===== src/rtl/pmu_counter_bank.sv =====
// Bank of N_CNT event counters with preload, sticky overflow flags and a masked overflow interrupt.
// Define PMU_COUNTER_SATURATE_EN to make counters stick at all-ones instead of wrapping to zero.
module pmu_counter_bank #(
  parameter int N_CNT = 24,
  parameter int CNT_W = 32
) (
  input  logic                     clk_i,
  input  logic                     rst_i,
  input  logic [N_CNT-1:0]         events_i,
  input  logic [N_CNT-1:0]         en_i,
  input  logic                     clear_i,
  input  logic                     we_i,
  input  logic [$clog2(N_CNT)-1:0] waddr_i,
  input  logic [CNT_W-1:0]         wdata_i,
  input  logic [N_CNT-1:0]         ovf_clr_i,
  input  logic [N_CNT-1:0]         ovf_mask_i,
  output logic [N_CNT*CNT_W-1:0]   counters_o,
  output logic [N_CNT-1:0]         overflow_o,
  output logic                     intr_o
);

  localparam int ADDR_W = $clog2(N_CNT);

  logic [CNT_W-1:0] cnt_q [N_CNT];
  logic [CNT_W-1:0] cnt_next [N_CNT];
  logic [N_CNT-1:0] ovf_q;
  logic [N_CNT-1:0] hit;
  logic [N_CNT-1:0] inc;
  logic [N_CNT-1:0] at_max;
  logic             intr_q;

  // An out-of-range waddr_i matches no index, so such writes are dropped for free.
  always_comb begin
    hit    = '0;
    inc    = '0;
    at_max = '0;
    for (int k = 0; k < N_CNT; k++) begin
      hit[k]      = we_i && (waddr_i == ADDR_W'(k));
      inc[k]      = events_i[k] && en_i[k] && !hit[k];
      at_max[k]   = &cnt_q[k];
`ifdef PMU_COUNTER_SATURATE_EN
      cnt_next[k] = at_max[k] ? cnt_q[k] : cnt_q[k] + CNT_W'(1);
`else
      cnt_next[k] = cnt_q[k] + CNT_W'(1);
`endif
    end
  end

  always_ff @(posedge clk_i) begin
    if (rst_i || clear_i) begin
      for (int k = 0; k < N_CNT; k++) cnt_q[k] <= '0;
      ovf_q <= '0;
    end else begin
      for (int k = 0; k < N_CNT; k++) begin
        if (hit[k])      cnt_q[k] <= wdata_i;
        else if (inc[k]) cnt_q[k] <= cnt_next[k];
      end
      // A new overflow beats a simultaneous flag clear.
      ovf_q <= (ovf_q & ~ovf_clr_i) | (inc & at_max);
    end
  end

  always_ff @(posedge clk_i) begin
    if (rst_i) intr_q <= 1'b0;
    else       intr_q <= |(ovf_q & ovf_mask_i);
  end

  always_comb begin
    counters_o = '0;
    for (int k = 0; k < N_CNT; k++) counters_o[k*CNT_W +: CNT_W] = cnt_q[k];
  end

  assign overflow_o = ovf_q;
  assign intr_o     = intr_q;

endmodule


===== config.mk =====
export PLATFORM = sky130hd
export DESIGN_NAME = pmu_counter_bank
export DESIGN_NICKNAME = d
export VERILOG_FILES = /design/src/rtl/pmu_counter_bank.sv
export SDC_FILE = /design/constraint.sdc
export NUM_CORES = 2
export LEC_CHECK = 0
export CAP_MARGIN = 20
export CELL_PAD_IN_SITES_DETAIL_PLACEMENT = 1
export CELL_PAD_IN_SITES_GLOBAL_PLACEMENT = 2
export CORE_AREA = 2 2 401 403
export DETAILED_ROUTE_END_ITERATION = 10
export DIE_AREA = 0 0 403 405
export GPL_ROUTABILITY_DRIVEN = 0
export GPL_TIMING_DRIVEN = 0
export PLACE_DENSITY = 0.78
export SYNTH_ARGS = -nofsm -noshare
export SYNTH_HDL_FRONTEND = slang
export SYNTH_SLANG_ARGS = --single-unit

===== constraint.sdc =====
create_clock -name clk_i -period 3.6 [get_ports clk_i]
set_clock_uncertainty 0.05 [all_clocks]
set_input_delay 0.72 -clock clk_i [delete_from_list [all_inputs] [get_ports clk_i]]
set_output_delay 0.72 -clock clk_i [all_outputs]
set_load 0.01 [all_outputs]

After elaboration in Yosys (flattened, before gate mapping)
Memory sizes are Yosys's and may differ from the RTL's.
Index checks and enable logic that the tools add are counted.

operators by class
  add/sub/neg operators = 24
  equal/unequal tests = 23
  muxes and demuxes = 218
  bitwise logic cells = 53
  reduce and logical (&&, ||, !) cells = 123

operator list
  operator                                                         number
  32-bit two-way mux                                               48
  32-bit by 1-bit adder with 32-bit output, second input constant  24
  32-bit AND reduction                                             24
  1-bit two-way mux                                                170
  24-bit AND                                                       3
  1-bit logical AND                                                72
  1-bit OR                                                         48
  5-bit by 4-bit == test with 1-bit output, second input constant  8
  5-bit == test, second input constant                             8
  1-bit zero test                                                  24
  24-bit inverter                                                  1
  24-bit OR                                                        1
  24-bit OR reduction                                              1
  5-bit by 3-bit == test with 1-bit output, second input constant  4
  5-bit by 2-bit == test with 1-bit output, second input constant  2
  5-bit by 1-bit == test with 1-bit output, second input constant  1
  5-bit zero test                                                  1
  1-bit logical OR                                                 1

storage, ports and cells
  bits in registers = 25
  bits in writable memories = 768
  input bits = 137
  output and inout bits = 793
  word-level logic and storage cells = 444
  memories kept = 1

memories
  memory  depth  bits a word  read ports  clocked after Yosys merged registers in  write ports  line  RTL
  cnt_q   24     32           24          0                                        24           24    logic [CNT_W-1:0] cnt_q [N_CNT];

Logic depth before layout (Yosys ltp)
  word-level depth = 9
  gate-level depth with buffers = 9
  gate-level depth less buffers = 6

Least setup slack after synthesis
OpenSTA, ideal clock, no wires.

  kind = in2reg
  start = input port clear_i
  end = memory cnt_q[5][0], in the netlist cnt_q[0][160], enable pin
  library setup time = 0.562 ns
  data arrival time = 2.816 ns
  required time = 2.988 ns
  slack = 0.173 ns
  stages on the path = 6
  path buffers = 4
  cell sequence = nor2_1 > clkbuf_1 > clkbuf_1 > clkbuf_1 > buf_1 > nand3_1

RTL lines
  element             line  RTL
  start: declaration  11    input logic clear_i,
  end: declaration    24

==> flow_summary.rst <==
.. list-table::
   :header-rows: 1

   * - Metric
     - Value
   * - Total length of routed wires
     - 284 mm
   * - Library cell with the largest summed area after synthesis
     - sky130_fd_sc_hd__edfxtp_1
   * - Routed via count
     - 48.4k
   * - Max-slew violations
     - 0
   * - Vias per std cell
     - 5.97
   * - Psw
     - 7.76 mW
   * - Maximum number of pins on one net before global-route repair
     - 33
   * - Largest stage delay on the critical path
     - 0.70 ns
   * - Total Nets Final
     - 6093
   * - Part of the Yosys area used for sequential elements
     - 0.497
   * - Startpoint type of the worst setup path
     - primary input
   * - Cell with the most instances after synthesis
     - sky130_fd_sc_hd__edfxtp_1
   * - Height of the die
     - 405 microns
   * - Beginning of the worst register-to-register path
     - overflow_o[19]
   * - Number of cells in the finished layout apart from fillers
     - 8115
   * - Maxcap violations
     - 0
   * - Top-level I/O count
     - 930
   * - Total power draw
     - 26.1 mW
   * - Clk buf depth
     - 3
   * - CTS clock-pin slew for the worst setup and hold paths
     - 0.06 ns
   * - Buffers on Ports
     - 924
   * - Cell area after placement
     - 60500 sq um
   * - Placed Cells
     - 7903
   * - Initial antenna violation count
     - 45
   * - HP Start
     - wdata_i[7]
   * - Share of flip-flops with an asynchronous set or reset after synthesis
     - 0
   * - Via count of the first global-routing pass
     - 47.4k
   * - Top post-synthesis cells by area
     - sky130_fd_sc_hd__edfxtp_1 (49%), sky130_fd_sc_hd__xnor2_1 (7.2%), sky130_fd_sc_hd__xor2_1 (5.6%)
   * - Mean instance size in the synthesized netlist
     - 9.80 sq um
   * - Setup TNS
     - -0.222 ns
   * - Clock network latency to the later pin of the worst-skew pair
     - 0.75 ns
   * - Switching part of the total power
     - 0.298
   * - Register bit total from synthesis
     - 793
   * - Standard-cell rows
     - 147
   * - Number of CTS-inserted buffers
     - 100
   * - Antenna violation net count after detailed routing
     - 0
   * - Fill cell instance count of the final layout
     - 18.0k
   * - Final period utilization
     - 1.01
   * - Number of sinks on the clock net
     - 793
   * - Syn Inst Count
     - 4836
   * - Critical path data required time
     - 4.12 ns
   * - Number of enable flip-flop cells after synthesis
     - 768
   * - Cell chain of the critical path
     - clkdlybuf4s50_1 > nor2_4 > clkbuf_4 > clkbuf_2 > nand2_1 > clkbuf_2 > o22ai_1
   * - Synth warn
     - 0
   * - Most repeated library cell on the critical path
     - sky130_fd_sc_hd__clkbuf_2
   * - Core region area
     - 159000 sq um
   * - Half-perimeter wire length of the detailed placement result
     - 212 mm
   * - Final critical-path setup slack
     - -0.0421 ns
   * - Most common flop cell mapped by yosys
     - sky130_fd_sc_hd__edfxtp_1
   * - Summed area of non-filler cells in the final layout
     - 64300 sq um
   * - Max-Slew Margin vs Limit
     - 0.223
   * - Slew at the pin closest to its max-slew limit
     - 1.17 ns
   * - TritonRoute pass-1 iters
     - 6
   * - Post-DR wirelength/cell
     - 34.9 microns
   * - Outcome
     - complete, but fails checks
   * - Initial standard-cell utilization of the core
     - 0.298
   * - Residual DRC count
     - 0
   * - Global-route wire length before repair
     - 387 mm
   * - Post-synth top area share
     - 0.487
   * - Die outline area
     - 163000 sq um
   * - Number of cells on the worst hold path
     - 3
   * - Worst slack after detailed placement
     - -3.04 ns
   * - Worst Setup Path Type
     - in2reg
   * - Worst min-delay path class
     - in2reg
   * - Critical path arrival
     - 4.16 ns
   * - Critical path startpoint
     - clear_i
   * - Starting DRC count in detailed routing
     - 4957
   * - Layout overhead on the synthesized area
     - 35.6%
   * - Maximum clock frequency
     - 275 MHz
   * - Pwr Density
     - 406 nW/um^2
   * - IR Drop Worst-Case VDD
     - 0.375 mV
   * - Clock tree from TritonCTS
     - yes
   * - Fraction of power consumed by sequential logic
     - 0.446
   * - Setup repair after global routing missed its margin
     - false
   * - Cell at the root of the clock tree
     - sky130_fd_sc_hd__clkbuf_16
   * - Largest fanout on the critical path
     - 10
   * - Min Clock Period, post-route
     - 3.64 ns
   * - Internal
     - 18.3 mW
   * - Violations in the final reports
     - setup timing
   * - Setup-failing EPs final
     - 13
   * - H-tree depth
     - 3
   * - Net count of the mapped netlist
     - 4997
   * - Logic pwr share
     - 0.148
   * - Congestion Overflow GR
     - 0
   * - Post-Syn Area
     - 47400 sq um
   * - Proportion of power drawn by the clock network
     - 0.405
   * - Leakage power total
     - 20.2 nW
   * - Flop2flop setup slack
     - 0.30 ns
   * - GRT Resource Usage Total
     - 0.335
   * - Logic depth of the worst register-to-register path
     - 4
   * - Commonest cells post-synth
     - sky130_fd_sc_hd__edfxtp_1 (768), sky130_fd_sc_hd__nand2_1 (432), sky130_fd_sc_hd__xnor2_1 (391)
   * - Layout cell share with drive strength beyond 1
     - 0.0579
   * - Horiz. Die Dim
     - 403 microns
   * - Worst setup EP type
     - register
   * - Highest-delay cell along the critical path
     - sky130_fd_sc_hd__clkbuf_2
   * - Post-synthesis cell type count
     - 58
   * - Count of final hold-check violations
     - 0
-- kinds of logic (layout without fill, tap and decap cells) --
logic type	Yosys count	in the layout	synth area share
compound gates	897	897	0.116
flops	793	793	0.497
xor+xnor	692	692	0.128
other cells	0	14	0
buf+inv	381	1552	0.0302
mux	12	12	0.00264
simple gates	2037	2045	0.220
fa+ha+maj	24	24	0.00634
-- cell usage in the layout (no fill, tap or decap), types with 12 or more instances in the layout --
| cell type | Yosys | final |
|---|---|---|
| sky130_fd_sc_hd__clkdlybuf4s50_1 | 0 | 924 |
| sky130_fd_sc_hd__edfxtp_1 | 768 | 768 |
| sky130_fd_sc_hd__nand2_1 | 432 | 415 |
| sky130_fd_sc_hd__xnor2_1 | 391 | 391 |
| sky130_fd_sc_hd__nor2_1 | 388 | 385 |
| sky130_fd_sc_hd__o22ai_1 | 375 | 375 |
| sky130_fd_sc_hd__xor2_1 | 301 | 301 |
| sky130_fd_sc_hd__nand3_1 | 315 | 297 |
| sky130_fd_sc_hd__clkbuf_1 | 287 | 250 |
| sky130_fd_sc_hd__nand4_1 | 237 | 237 |
| sky130_fd_sc_hd__a21oi_1 | 212 | 209 |
| sky130_fd_sc_hd__nor3_1 | 178 | 178 |
| sky130_fd_sc_hd__o21ai_0 | 108 | 108 |
| sky130_fd_sc_hd__and3_1 | 102 | 102 |
| sky130_fd_sc_hd__nor4_1 | 106 | 102 |
| sky130_fd_sc_hd__clkbuf_16 | 0 | 101 |
| sky130_fd_sc_hd__a22oi_1 | 101 | 99 |
| sky130_fd_sc_hd__and4_1 | 96 | 96 |
| sky130_fd_sc_hd__inv_1 | 81 | 81 |
| sky130_fd_sc_hd__and2_1 | 68 | 68 |
| sky130_fd_sc_hd__a211oi_1 | 61 | 59 |
| sky130_fd_sc_hd__clkbuf_2 | 0 | 55 |
| sky130_fd_sc_hd__or3_1 | 33 | 33 |
| sky130_fd_sc_hd__nand3_4 | 0 | 25 |
| sky130_fd_sc_hd__dfxtp_1 | 25 | 25 |
| sky130_fd_sc_hd__ha_1 | 24 | 24 |
| sky130_fd_sc_hd__nand2b_1 | 18 | 18 |
| sky130_fd_sc_hd__clkinv_2 | 0 | 18 |
| sky130_fd_sc_hd__buf_16 | 0 | 16 |
| sky130_fd_sc_hd__nand2_2 | 0 | 15 |
| sky130_fd_sc_hd__clkinv_1 | 0 | 15 |
| sky130_fd_sc_hd__buf_8 | 0 | 15 |
| sky130_fd_sc_hd__diode_2 | 0 | 14 |
| sky130_fd_sc_hd__buf_12 | 0 | 13 |
| sky130_fd_sc_hd__or4_1 | 12 | 12 |
-- worst paths after layout --
path                          to
hold reg to reg   overflow_o[20]
hold / removal     cnt_q[2][231]
setup reg to reg          intr_o
setup / recovery   cnt_q[0][213]
-- final cells by class --
type	instances	area [sq um]	area share
diodes	14	35.0	0.000545
plain buffers	299	1220	0.0190
clock buffers	132	2690	0.0419
clock inverters	53	583	0.00907
inverters	81	304	0.00473
multi-input cells	3670	22900	0.357
flip-flops and latches	793	23600	0.367
well taps	2086	2610	0.0406
repair buffers	987	10300	0.161
-- sequential cells by signal, indices dropped and copies added, names as in the netlist --
register    count
cnt_q         768
overflow_o     24
intr_o          1
-- critical path, delay by kind of cell --
family                 cells  cell delay [ns]
buffers and inverters      4             2.03
AND/OR/NAND/NOR            2             0.98
AO/OA/AOI/OAI              1             0.37
-- per-layer routing --
layer / GRT usage / share of wire / vias to the layer above
met2: 0.524 / 0.45 / 2473
met1: 0.423 / 0.39 / 24800
met4: 0.168 / 0.060 / 16
li1: - / - / 20500
met3: 0.0930 / 0.098 / 560
met5: 0 / 0.00034 / -
-- metrics by stage --
| stage | hold slack (ns) | util |
|---|---|---|
| after floorplan | 0.451 | - |
| after global placement | 0.429 | 0.372 |
| after detailed placement | 0.448 | 0.380 |
| after CTS | 0.360 | 0.403 |
| after global routing | 0.424 | 0.403 |
| final | 0.397 | 0.403 |
-- power groups by stage --
stage	sequential [mW]	combinational, mW	clock, mW
2_1_floorplan	11.7	1.05	0
3_3_place_gp	11.8	3.63	0
3_5_place_dp	11.8	3.78	0
4_1_cts	11.6	3.85	10.6
5_1_grt	11.7	4.01	10.9
6_report	11.6	3.87	10.6
-- timing repair --
| action | CTS | global route |
|---|---|---|
| hold endpoints to repair | 0 | 0 |
| hold buffers | 0 | 0 |
| pin swaps | 9 | 2 |
| resized for setup | 71 | 17 |
| gates cloned | 8 | 0 |
| endpoints found under the setup margin | 1349 | 236 |
| buffers inserted | 0 | 5 |
No activity file was read; power rests on OpenSTA's default activity.
